## config.mk

```make
export PLATFORM = sky130hd
export DESIGN_NAME = ws2812_rx
export DESIGN_NICKNAME = d
export VERILOG_FILES = /design/src/rtl/ws2812_pkg.sv /design/src/rtl/ws2812_din_sync.sv /design/src/rtl/ws2812_rx.sv
export SDC_FILE = /design/constraint.sdc
export NUM_CORES = 1
export LEC_CHECK = 0
export BUFFER_PORTS_ARGS = -buffer_cell sky130_fd_sc_hd__buf_2
export CAP_MARGIN = 20
export CORE_MARGIN = 3
export CORE_UTILIZATION = 35
export DETAILED_ROUTE_END_ITERATION = 10
export GPL_ROUTABILITY_DRIVEN = 1
export GPL_TIMING_DRIVEN = 0
export PLACE_DENSITY_LB_ADDON = 0.3
export SLEW_MARGIN = 20
export SYNTH_ARGS = -nofsm -noshare
export SYNTH_HDL_FRONTEND = slang
export SYNTH_HIERARCHICAL = 1
export SYNTH_SLANG_ARGS = --single-unit
```

## constraint.sdc

```tcl
create_clock -name i_clk -period 2.2 [get_ports i_clk]
set_input_delay 0.11 -clock i_clk [delete_from_list [all_inputs] [get_ports i_clk]]
set_output_delay 0.11 -clock i_clk [all_outputs]
set_load 0.02 [all_outputs]
```

## src/rtl/ws2812_pkg.sv

```systemverilog
// Shared WS2812 constants and receiver state encoding.
// Timing values are in 27 MHz clocks and are also used by the transmitter.
package ws2812_pkg;
    localparam int WS2812_WIDTH   = 24;
    localparam int PIX_INDEX_W    = 9;

    localparam int T0H_CLK        = 11;
    localparam int T0L_CLK        = 24;
    localparam int T1H_CLK        = 23;
    localparam int T1L_CLK        = 12;
    localparam int MIN_HIGH_CLK   = 4;
    localparam int BIT_THRESH_CLK = 16;
    localparam int MAX_HIGH_CLK   = 40;
    localparam int RESET_LOW_CLK  = 1350;
    localparam int FWD_SKIP_WORDS = 1;

    typedef enum logic [1:0] {
        ST_SYNC,
        ST_IDLE,
        ST_HIGH,
        ST_LOW
    } ws2812_state_t;
endpackage

```

## src/rtl/ws2812_din_sync.sv

```systemverilog
// 2-FF synchronizer for the raw line plus registered edge strobes.
// Strobes are aligned with the cycle in which o_level shows the new value.
module ws2812_din_sync (
    input  logic i_clk,
    input  logic i_rst,
    input  logic i_din,
    output logic o_level,
    output logic o_rise,
    output logic o_fall
);
    logic r_s1, r_s2, r_rise, r_fall;

    always_ff @(posedge i_clk) begin
        if (i_rst) begin
            r_s1   <= 1'b0;
            r_s2   <= 1'b0;
            r_rise <= 1'b0;
            r_fall <= 1'b0;
        end else begin
            r_s1   <= i_din;
            r_s2   <= r_s1;
            r_rise <= r_s1 & ~r_s2;
            r_fall <= ~r_s1 & r_s2;
        end
    end

    assign o_level = r_s2;
    assign o_rise  = r_rise;
    assign o_fall  = r_fall;
endmodule

```

## src/rtl/ws2812_rx.sv

```systemverilog
// WS2812 stream decoder: pulse-width bit recovery, 24-bit word assembly,
// reset-gap framing and regeneration of the stream for downstream pixels.
module ws2812_rx #(
    parameter int WS2812_WIDTH = ws2812_pkg::WS2812_WIDTH,
    parameter int MIN_HIGH     = ws2812_pkg::MIN_HIGH_CLK,
    parameter int BIT_THRESH   = ws2812_pkg::BIT_THRESH_CLK,
    parameter int MAX_HIGH     = ws2812_pkg::MAX_HIGH_CLK,
    parameter int RESET_LOW    = ws2812_pkg::RESET_LOW_CLK,
    parameter int FWD_SKIP     = ws2812_pkg::FWD_SKIP_WORDS
) (
    input  logic                    i_clk,
    input  logic                    i_rst,
    input  logic                    i_din,
    output logic [WS2812_WIDTH-1:0] o_pix_data,
    output logic                    o_pix_valid,
    output logic [8:0]              o_pix_index,
    output logic                    o_frame_done,
    output logic                    o_err,
    output logic                    o_dout
);
    import ws2812_pkg::*;

    localparam int CNT_W  = $clog2(RESET_LOW + 1);
    localparam int BCNT_W = $clog2(WS2812_WIDTH + 1);

    ws2812_state_t           r_state, w_state_nxt;
    logic [CNT_W-1:0]        r_cnt, w_cnt_nxt;
    logic [BCNT_W-1:0]       r_bit_cnt;
    logic [WS2812_WIDTH-1:0] r_shift, r_pix_data;
    logic [8:0]              r_pix_index;
    logic                    r_pix_valid, r_frame_done, r_err, r_fwd_req, r_fwd_en;
    logic                    w_level, w_rise, w_fall;
    logic                    w_take_bit, w_err, w_frame_done, w_bit, w_word_done;

    ws2812_din_sync u_sync (
        .i_clk   (i_clk),
        .i_rst   (i_rst),
        .i_din   (i_din),
        .o_level (w_level),
        .o_rise  (w_rise),
        .o_fall  (w_fall)
    );

    assign w_bit       = (r_cnt >= CNT_W'(BIT_THRESH));
    assign w_word_done = w_take_bit && (r_bit_cnt == BCNT_W'(WS2812_WIDTH - 1));

    always_ff @(posedge i_clk) begin
        if (i_rst) r_state <= ST_SYNC;
        else       r_state <= w_state_nxt;
    end

    // Every branch that could push cnt past its limit leaves the state first.
    always_comb begin
        w_state_nxt  = r_state;
        w_cnt_nxt    = r_cnt;
        w_take_bit   = 1'b0;
        w_err        = 1'b0;
        w_frame_done = 1'b0;
        case (r_state)
            ST_SYNC: begin
                if (r_cnt == CNT_W'(RESET_LOW)) begin
                    w_state_nxt = ST_IDLE;
                    w_cnt_nxt   = '0;
                end else if (w_level) begin
                    w_cnt_nxt = '0;
                end else begin
                    w_cnt_nxt = r_cnt + 1'b1;
                end
            end
            ST_IDLE: begin
                w_cnt_nxt = '0;
                if (w_rise) begin
                    w_state_nxt = ST_HIGH;
                    w_cnt_nxt   = CNT_W'(1);
                end
            end
            ST_HIGH: begin
                if (r_cnt == CNT_W'(MAX_HIGH)) begin
                    w_err       = 1'b1;
                    w_state_nxt = ST_SYNC;
                    w_cnt_nxt   = '0;
                end else if (w_fall) begin
                    if (r_cnt < CNT_W'(MIN_HIGH)) begin
                        w_err       = 1'b1;
                        w_state_nxt = ST_SYNC;
                        w_cnt_nxt   = '0;
                    end else begin
                        w_take_bit  = 1'b1;
                        w_state_nxt = ST_LOW;
                        w_cnt_nxt   = CNT_W'(1);
                    end
                end else begin
                    w_cnt_nxt = r_cnt + 1'b1;
                end
            end
            ST_LOW: begin
                if (r_cnt == CNT_W'(RESET_LOW)) begin
                    w_frame_done = 1'b1;
                    w_err        = (r_bit_cnt != '0);
                    w_state_nxt  = ST_IDLE;
                    w_cnt_nxt    = '0;
                end else if (w_rise) begin
                    w_state_nxt = ST_HIGH;
                    w_cnt_nxt   = CNT_W'(1);
                end else begin
                    w_cnt_nxt = r_cnt + 1'b1;
                end
            end
            default: w_state_nxt = ST_SYNC;
        endcase
    end

    always_ff @(posedge i_clk) begin
        if (i_rst) begin
            r_cnt        <= '0;
            r_bit_cnt    <= '0;
            r_shift      <= '0;
            r_pix_data   <= '0;
            r_pix_index  <= '0;
            r_pix_valid  <= 1'b0;
            r_frame_done <= 1'b0;
            r_err        <= 1'b0;
            r_fwd_req    <= 1'b0;
            r_fwd_en     <= 1'b0;
        end else begin
            r_cnt        <= w_cnt_nxt;
            r_pix_valid  <= w_word_done;
            r_frame_done <= w_frame_done;
            r_err        <= w_err;
            if (w_take_bit) begin
                r_shift   <= {w_bit, r_shift[WS2812_WIDTH-1:1]};
                r_bit_cnt <= w_word_done ? '0 : r_bit_cnt + 1'b1;
                if (w_word_done) r_pix_data <= {w_bit, r_shift[WS2812_WIDTH-1:1]};
            end
            if (r_pix_valid && r_pix_index != '1) r_pix_index <= r_pix_index + 1'b1;
            if (w_word_done && (int'(r_pix_index) + 1 >= FWD_SKIP)) r_fwd_req <= 1'b1;
            // Enable only while low so the first forwarded pulse is whole.
            if (r_fwd_req && !w_level) r_fwd_en <= 1'b1;
            if (w_state_nxt == ST_SYNC || w_state_nxt == ST_IDLE) begin
                r_bit_cnt   <= '0;
                r_pix_index <= '0;
                r_fwd_req   <= 1'b0;
                r_fwd_en    <= 1'b0;
            end
        end
    end

    assign o_pix_data   = r_pix_data;
    assign o_pix_valid  = r_pix_valid;
    assign o_pix_index  = r_pix_index;
    assign o_frame_done = r_frame_done;
    assign o_err        = r_err;
    assign o_dout       = w_level & r_fwd_en;
endmodule

```

# Word level (Yosys, flattened, before mapping)
# Index checks and enable logic that the tools add are counted.
# word_totals
regBits,84
input_bits,3
output_inout_bits,37
word_cells,75
# op_classes
n_addsub,4
order_cmp,3
n_eq_ne,8
mux,27
bitwise,6
reduce_logical,12
# op_table
operator,n
two-way mux 11 bit,6
one-hot mux 11 bit (4 select lines),1
two-way mux 2 bit,6
adder 11 x 1 -> 11 bit (second input constant),1
== test 11 bit (second input constant),1
== test 11 x 6 -> 1 bit (second input constant),1
greater-or-equal comparator 11 x 5 -> 1 bit (second input constant),1
< comparator 11 x 3 -> 1 bit (second input constant),1
two-way mux 1 bit,11
adder 9 x 1 -> 10 bit (second input constant),1
greater-or-equal comparator 10 x 1 -> 1 bit (second input constant),1
adder 9 x 1 -> 9 bit (second input constant),1
inequality test 9 bit (second input constant),1
one-hot mux 2 bit (4 select lines),1
adder 5 x 1 -> 5 bit (second input constant),1
== test 5 bit (second input constant),1
two-way mux 5 bit,1
nonzero test 5 bit,1
== test 2 x 1 -> 1 bit (second input constant),2
== test 2 bit (second input constant),2
logical AND 1 bit,4
zero test 2 bit,2
OR reduction 2 bit,2
AND 1 bit,3
other kinds (5),7

# Longest topological paths before layout
# logic_depth
word_depth,8
mapped_depth,8
mapped_depth_nobuf,8

# Modules after synthesis
# Netlist, hierarchy kept.
# modules_own_cells
module,instances,cells_per_inst,area_per_inst_um2,seq_area_each_um2
ws2812_rx,1,421,3509.6,1581.5
ws2812_din_sync,1,8,117.6,80.1

# Worst setup path before layout
# OpenSTA, ideal clock, no wires.
# synth_timing
path_type,reg2reg
start,register r_cnt[0]
end,register r_bit_cnt[3]
setup_time_ps,79
t_arrival_ps,1881
required_time_ps,2121
path_slack_ps,239
stages_incl_launch_ff,8
path_buffers,1
synth_period_minus_slack_ps,1961
path_cell_list,dfxtp_1 -> inv_1 -> ha_1 -> and3_4 -> o211a_1 -> buf_6 -> or4_4 -> a211oi_2
# synth_between
elab_chain_len,8
elab_cells_between_ends,19
classes_between,order compare (1); eq/ne (3); mux (11); reduce/logical (4)
# synth_rtl
element,line_no,rtl
from (decl),ws2812_rx.sv:27,"logic [CNT_W-1:0] r_cnt, w_cnt_nxt;"
from (signal assigned),ws2812_rx.sv:126,r_cnt <= w_cnt_nxt;
< comparator 11 x 3 -> 1 bit,ws2812_rx.sv:83,if (r_cnt < CNT_W'(MIN_HIGH)) begin
two-way mux 2 bit,ws2812_rx.sv:83,
two-way mux 2 bit,ws2812_rx.sv:82,end else if (w_fall) begin
two-way mux 2 bit,ws2812_rx.sv:78,if (r_cnt == CNT_W'(MAX_HIGH)) begin
one-hot mux 2 bit (4 select lines),ws2812_rx.sv:59,case (r_state)
== test 2 x 1 -> 1 bit or zero test 2 bit (tied branches),ws2812_rx.sv:139,if (w_state_nxt == ST_SYNC || w_state_nxt == ST_IDLE) begin
logical OR 1 bit,ws2812_rx.sv:139,
OR reduction 2 bit (no line),-,
to (signal assigned),ws2812_rx.sv:132,r_bit_cnt <= w_word_done ? '0 : r_bit_cnt + 1'b1;
to (decl),ws2812_rx.sv:28,logic [BCNT_W-1:0] r_bit_cnt;
# Several ways; a longest one is shown, not always the timed one.
# A chain may end at the register's enable or synchronous reset.

# Worst setup path after layout
# Same ends and word-level chain as after synthesis.

==> results.yml <==
global_route:
  grt_antenna_before_repair: 0
  largest_net_degree_at_the_start_of_global_routing: 14
  first_global_vias: 3126
  first_pass_grt_wire_length_mm: 15.0
  grt.overflow.total: 0
  gr-usage-all-layers_pct: 16.1
routing:
  drcViolationCount: 0
  drt_antenna_net_count: 0
  wl_met1_mm: 4.34
  via_per_inst: 5.30
  met3_routed_length_um: 361
  highest_metal_layer_with_signal_wires: "met4"
  dr.pass1.iters: 5
  first_iter_violations: 230
  detailroute.via_count: 3292
  dr_wl_met2_mm: 3.94
  drt-total-wl_mm: 8.78
  drt-wirelength-per-cell_um: 14.1
clock_tree:
  cts-buffers-inserted: 9
  clk_path_buf_depth: 2
  clk_pin_slew_ns: 0.08
  clkLatencyLatePin_ns: 0.35
  clock_tree_root_buffer_cell: "sky130_fd_sc_hd__clkbuf_8"
  clock_sink_count: 83
  clock_tree_from_tritoncts: "done"
  cts-htree-levels: 3
run:
  cap_viol_max_count: 0
final_layout:
  antennaDiodeCount: 0
  final_cell_mix: "82 x sky130_fd_sc_hd__dfxtp_1, 59 x sky130_fd_sc_hd__nand3_1, 57 x sky130_fd_sc_hd__a21oi_1"
  final_net_count: 495
  fin_cells: 621
  mostFrequentLayoutCell: "sky130_fd_sc_hd__dfxtp_1"
  ff_latch_area_um2: 1660
  n_fill_cell: 1038
  final_layout_size_suffix_gt1_share_pct: 17.0
  multi_input_comb_area_um2: 1750
  syn_to_final_growth_pct: 16.9
placed_design:
  numPortBuffers: 39
  post-place-cells: 601
  globalplace.congestion: 0.839
  dpl.hpwl_mm: 6.11
synth:
  synthMuxAreaShare_pct: 0
  post_synth_and_or_nand_nor_area_fraction_pct: 22.4
  netlist_instances: 429
  synth_enable_flop_cells: 0
  ys.warnings.count: 6
  yosys.area_share.xor_xnor_pct: 3.86
  dominantRegCellSynth: "sky130_fd_sc_hd__dfxtp_1"
  postSynthRegisterBits: 83
  synth_top_family_by_area: "simple AND/OR/NAND/NOR gates"
  synth_largest_type_area_fraction_pct: 45.8
  synthDistinctLibCells: 51
  biggest_area_consumer_among_synthesized_cells: "sky130_fd_sc_hd__dfxtp_1"
  adder_and_majority_gate_portion_of_the_synthesized_area_pct: 2.76
  synth_sequential_area_ratio_pct: 45.8
  syn_area_per_cell_um2: 8.46
  ys_top_cells_by_area: "sky130_fd_sc_hd__dfxtp_1 46%, sky130_fd_sc_hd__nand3_1 8.1%, sky130_fd_sc_hd__a21oi_1 7.9%"
  syn_area_um2: 3630
  async_reset_ff_share_pct: 0
  mappedNetlistNets: 440
  synth-compound-area-share_pct: 19.1
worst_setup_path:
  number_of_stages_on_the_worst_setup_path: 7
  worst-endpoint-required_ns: 2.47
  crit_type: "reg2reg"
  critical_path.max_fanout: 10
  timing.critical_path.from_type: "flip-flop"
  cpMaxStageDelayCell: "sky130_fd_sc_hd__or4_4"
  crit_path_end_kind: "flip-flop"
  r2r.worst_path.cells: 7
  crit_path_max_delay_family: "simple AND/OR/NAND/NOR gates"
  regToRegSetupSlack_ns: 0.15
  cp.arrival_ns: 2.32
  cp_slowest_stage_delay_ns: 0.51
  path_cells: "inv_1 -> ha_1 -> and3_4 -> o211a_1 -> buf_6 -> or4_4 -> a211oi_2"
  path_buf_inv: 2
sta:
  timing_worst_slew_pin_value_ns: 0.543
  setup_viol: 0
  finalCriticalPeriod_ns: 2.05
  layout_worst_path_cycle_share_pct: 93.1
  finalMaxSlewViolations: 0
  fmaxAchievable_mhz: 488
  max-slew-margin-rel_pct: 63.8
  setup_repair_after_global_routing_missed_its_margin: "false"
  report.final.hold_viol_count: 0
  final_clock_skew_ns: 0.0138
pwr:
  sw_frac_of_total_pct: 22.7
  post-layout-total-power_mw: 2.75
  internal-power_mw: 2.12
  share_seq_of_total_power_pct: 55.3
  vdd_drop_max_mv: 0.341
  power.static_leakage_nw: 1.47
  clock_power_share_pct: 41.1
  power.density_nw_per_um2: 648
  netSwitchingPower_mw: 0.625
  p_comb_share_pct: 3.6
floorplanning:
  die_height_um: 108
  chipWidth_um: 108
  row_count: 36
  num_io_pins: 40
  floorplan.die_area_um2: 11600
  start_util_pct: 36.6
  floorplan.core_area_um2: 9910
run_status:
  outcome: "completed"
hold_path:
  timing.hold.worst.class: "reg2reg"
  hold-path-cell-count: 1
## final cells by class
type	instances	share of cell area (%)
Clock inverter	4	1.15
Multi-Input combinational cell	296	41.2
Timing Repair Buffer	44	5.66
Inverter	14	1.24
Sequential cell	83	39.2
Clock buffer	11	3.57
Tap cell	133	3.92
Buffer	36	4.10
## routing by layer
metal,GRT usage [%],up-vias
met5,0,-
met4,6.94,0
met3,2.94,13
met2,24.5,76
met1,22.1,1561
li1,-,1642
## flip-flops by register name (all words and copies together) (netlist names)
| signal | cells |
|---|---|
| r_bit_cnt | 5 |
| u_sync/o_rise | 1 |
| o_frame_done | 1 |
| u_sync/o_fall | 1 |
| r_fwd_req | 1 |
| r_cnt | 11 |
| u_sync/o_level | 1 |
| o_pix_valid | 1 |
| r_state | 2 |
| r_fwd_en | 1 |
| r_shift | 23 |
| o_err | 1 |
| o_pix_data | 24 |
| o_pix_index | 9 |
| u_sync/r_s1 | 1 |
## cell families after synthesis
family / Yosys count
DFF: 83
adders and majority gates: 8
AOI/OAI and AO/OA: 124
and+or+nand+nor: 148
buffers and inverters: 50
xor gates and xnor gates: 16
## power groups by stage
stage / clock (mW) / combinational (mW) / sequential (mW)
finish: 1.13 / 0.0991 / 1.52
global route: 1.21 / 0.113 / 1.52
CTS: 1.15 / 0.0986 / 1.52
detailed placement: 0 / 0.0918 / 1.56
global placement: 0 / 0.0895 / 1.55
floorplan: 0 / 0.0633 / 1.55
## synth_stat cells, types with 2 or more instances
library cell / n
sky130_fd_sc_hd__xnor2_1: 12
sky130_fd_sc_hd__ha_1: 8
sky130_fd_sc_hd__nor3b_2: 2
sky130_fd_sc_hd__inv_1: 14
sky130_fd_sc_hd__o211ai_1: 2
sky130_fd_sc_hd__nor2_1: 18
sky130_fd_sc_hd__nand2b_1: 4
sky130_fd_sc_hd__clkbuf_2: 4
sky130_fd_sc_hd__xor2_1: 4
sky130_fd_sc_hd__o31ai_1: 2
sky130_fd_sc_hd__nor2b_1: 3
sky130_fd_sc_hd__and2_1: 2
sky130_fd_sc_hd__buf_2: 4
sky130_fd_sc_hd__nand2_1: 14
sky130_fd_sc_hd__buf_4: 2
sky130_fd_sc_hd__nand3_1: 59
sky130_fd_sc_hd__a211oi_1: 3
sky130_fd_sc_hd__buf_6: 2
sky130_fd_sc_hd__clkbuf_1: 21
sky130_fd_sc_hd__nand4_1: 4
sky130_fd_sc_hd__nor3_1: 13
sky130_fd_sc_hd__nor4_1: 14
sky130_fd_sc_hd__dfxtp_1: 83
sky130_fd_sc_hd__a21oi_1: 57
sky130_fd_sc_hd__o211a_1: 2
sky130_fd_sc_hd__o21ai_0: 48
sky130_fd_sc_hd__buf_1: 3
sky130_fd_sc_hd__or3_1: 2
## worst reg2reg max path: cells and delay by family, from the launching register on
| kind | cells | cell delay, ns |
|---|---|---|
| AOI/OAI and AO/OA | 2 | 0.45 |
| adders and majority gates | 1 | 0.20 |
| buffers and inverters | 2 | 0.23 |
| DFF | 1 | 0.41 |
| and+or+nand+nor | 2 | 0.69 |
## path summary, 6_finish.rpt
path                from       endpoint
max             r_cnt[0]   r_bit_cnt[3]
max reg2reg     r_cnt[0]   r_bit_cnt[3]
min reg2reg  u_sync/r_s1  u_sync/o_fall
min          u_sync/r_s1  u_sync/o_fall
## what timing repair did
item                                    4_1_cts  5_1_grt
hold buffers                                  3        0
setup buffers                                 2        0
endpoints found under the setup margin       42       47
resized for setup                             0       11
endpoints found under the hold margin         4        0
pin swaps                                     1        0
## metrics by stage
| step | util [%] | instance area (um^2) | worst slack, ns | hold slack [ns] | setup TNS [ns] |
|---|---|---|---|---|---|
| floorplan | - | 3630 | 0.239 | 0.181 | 0 |
| global placement | 40.3 | 3990 | -0.0873 | 0.341 | -0.819 |
| detailed placement | 40.3 | 3990 | -0.0690 | 0.330 | -0.842 |
| CTS | 42.7 | 4230 | 0.0384 | 0.457 | 0 |
| global route | 42.8 | 4240 | 0.0172 | 0.483 | 0 |
| finish | 42.8 | 4240 | 0.152 | 0.457 | 0 |
(Power assumes the default switching activity.)
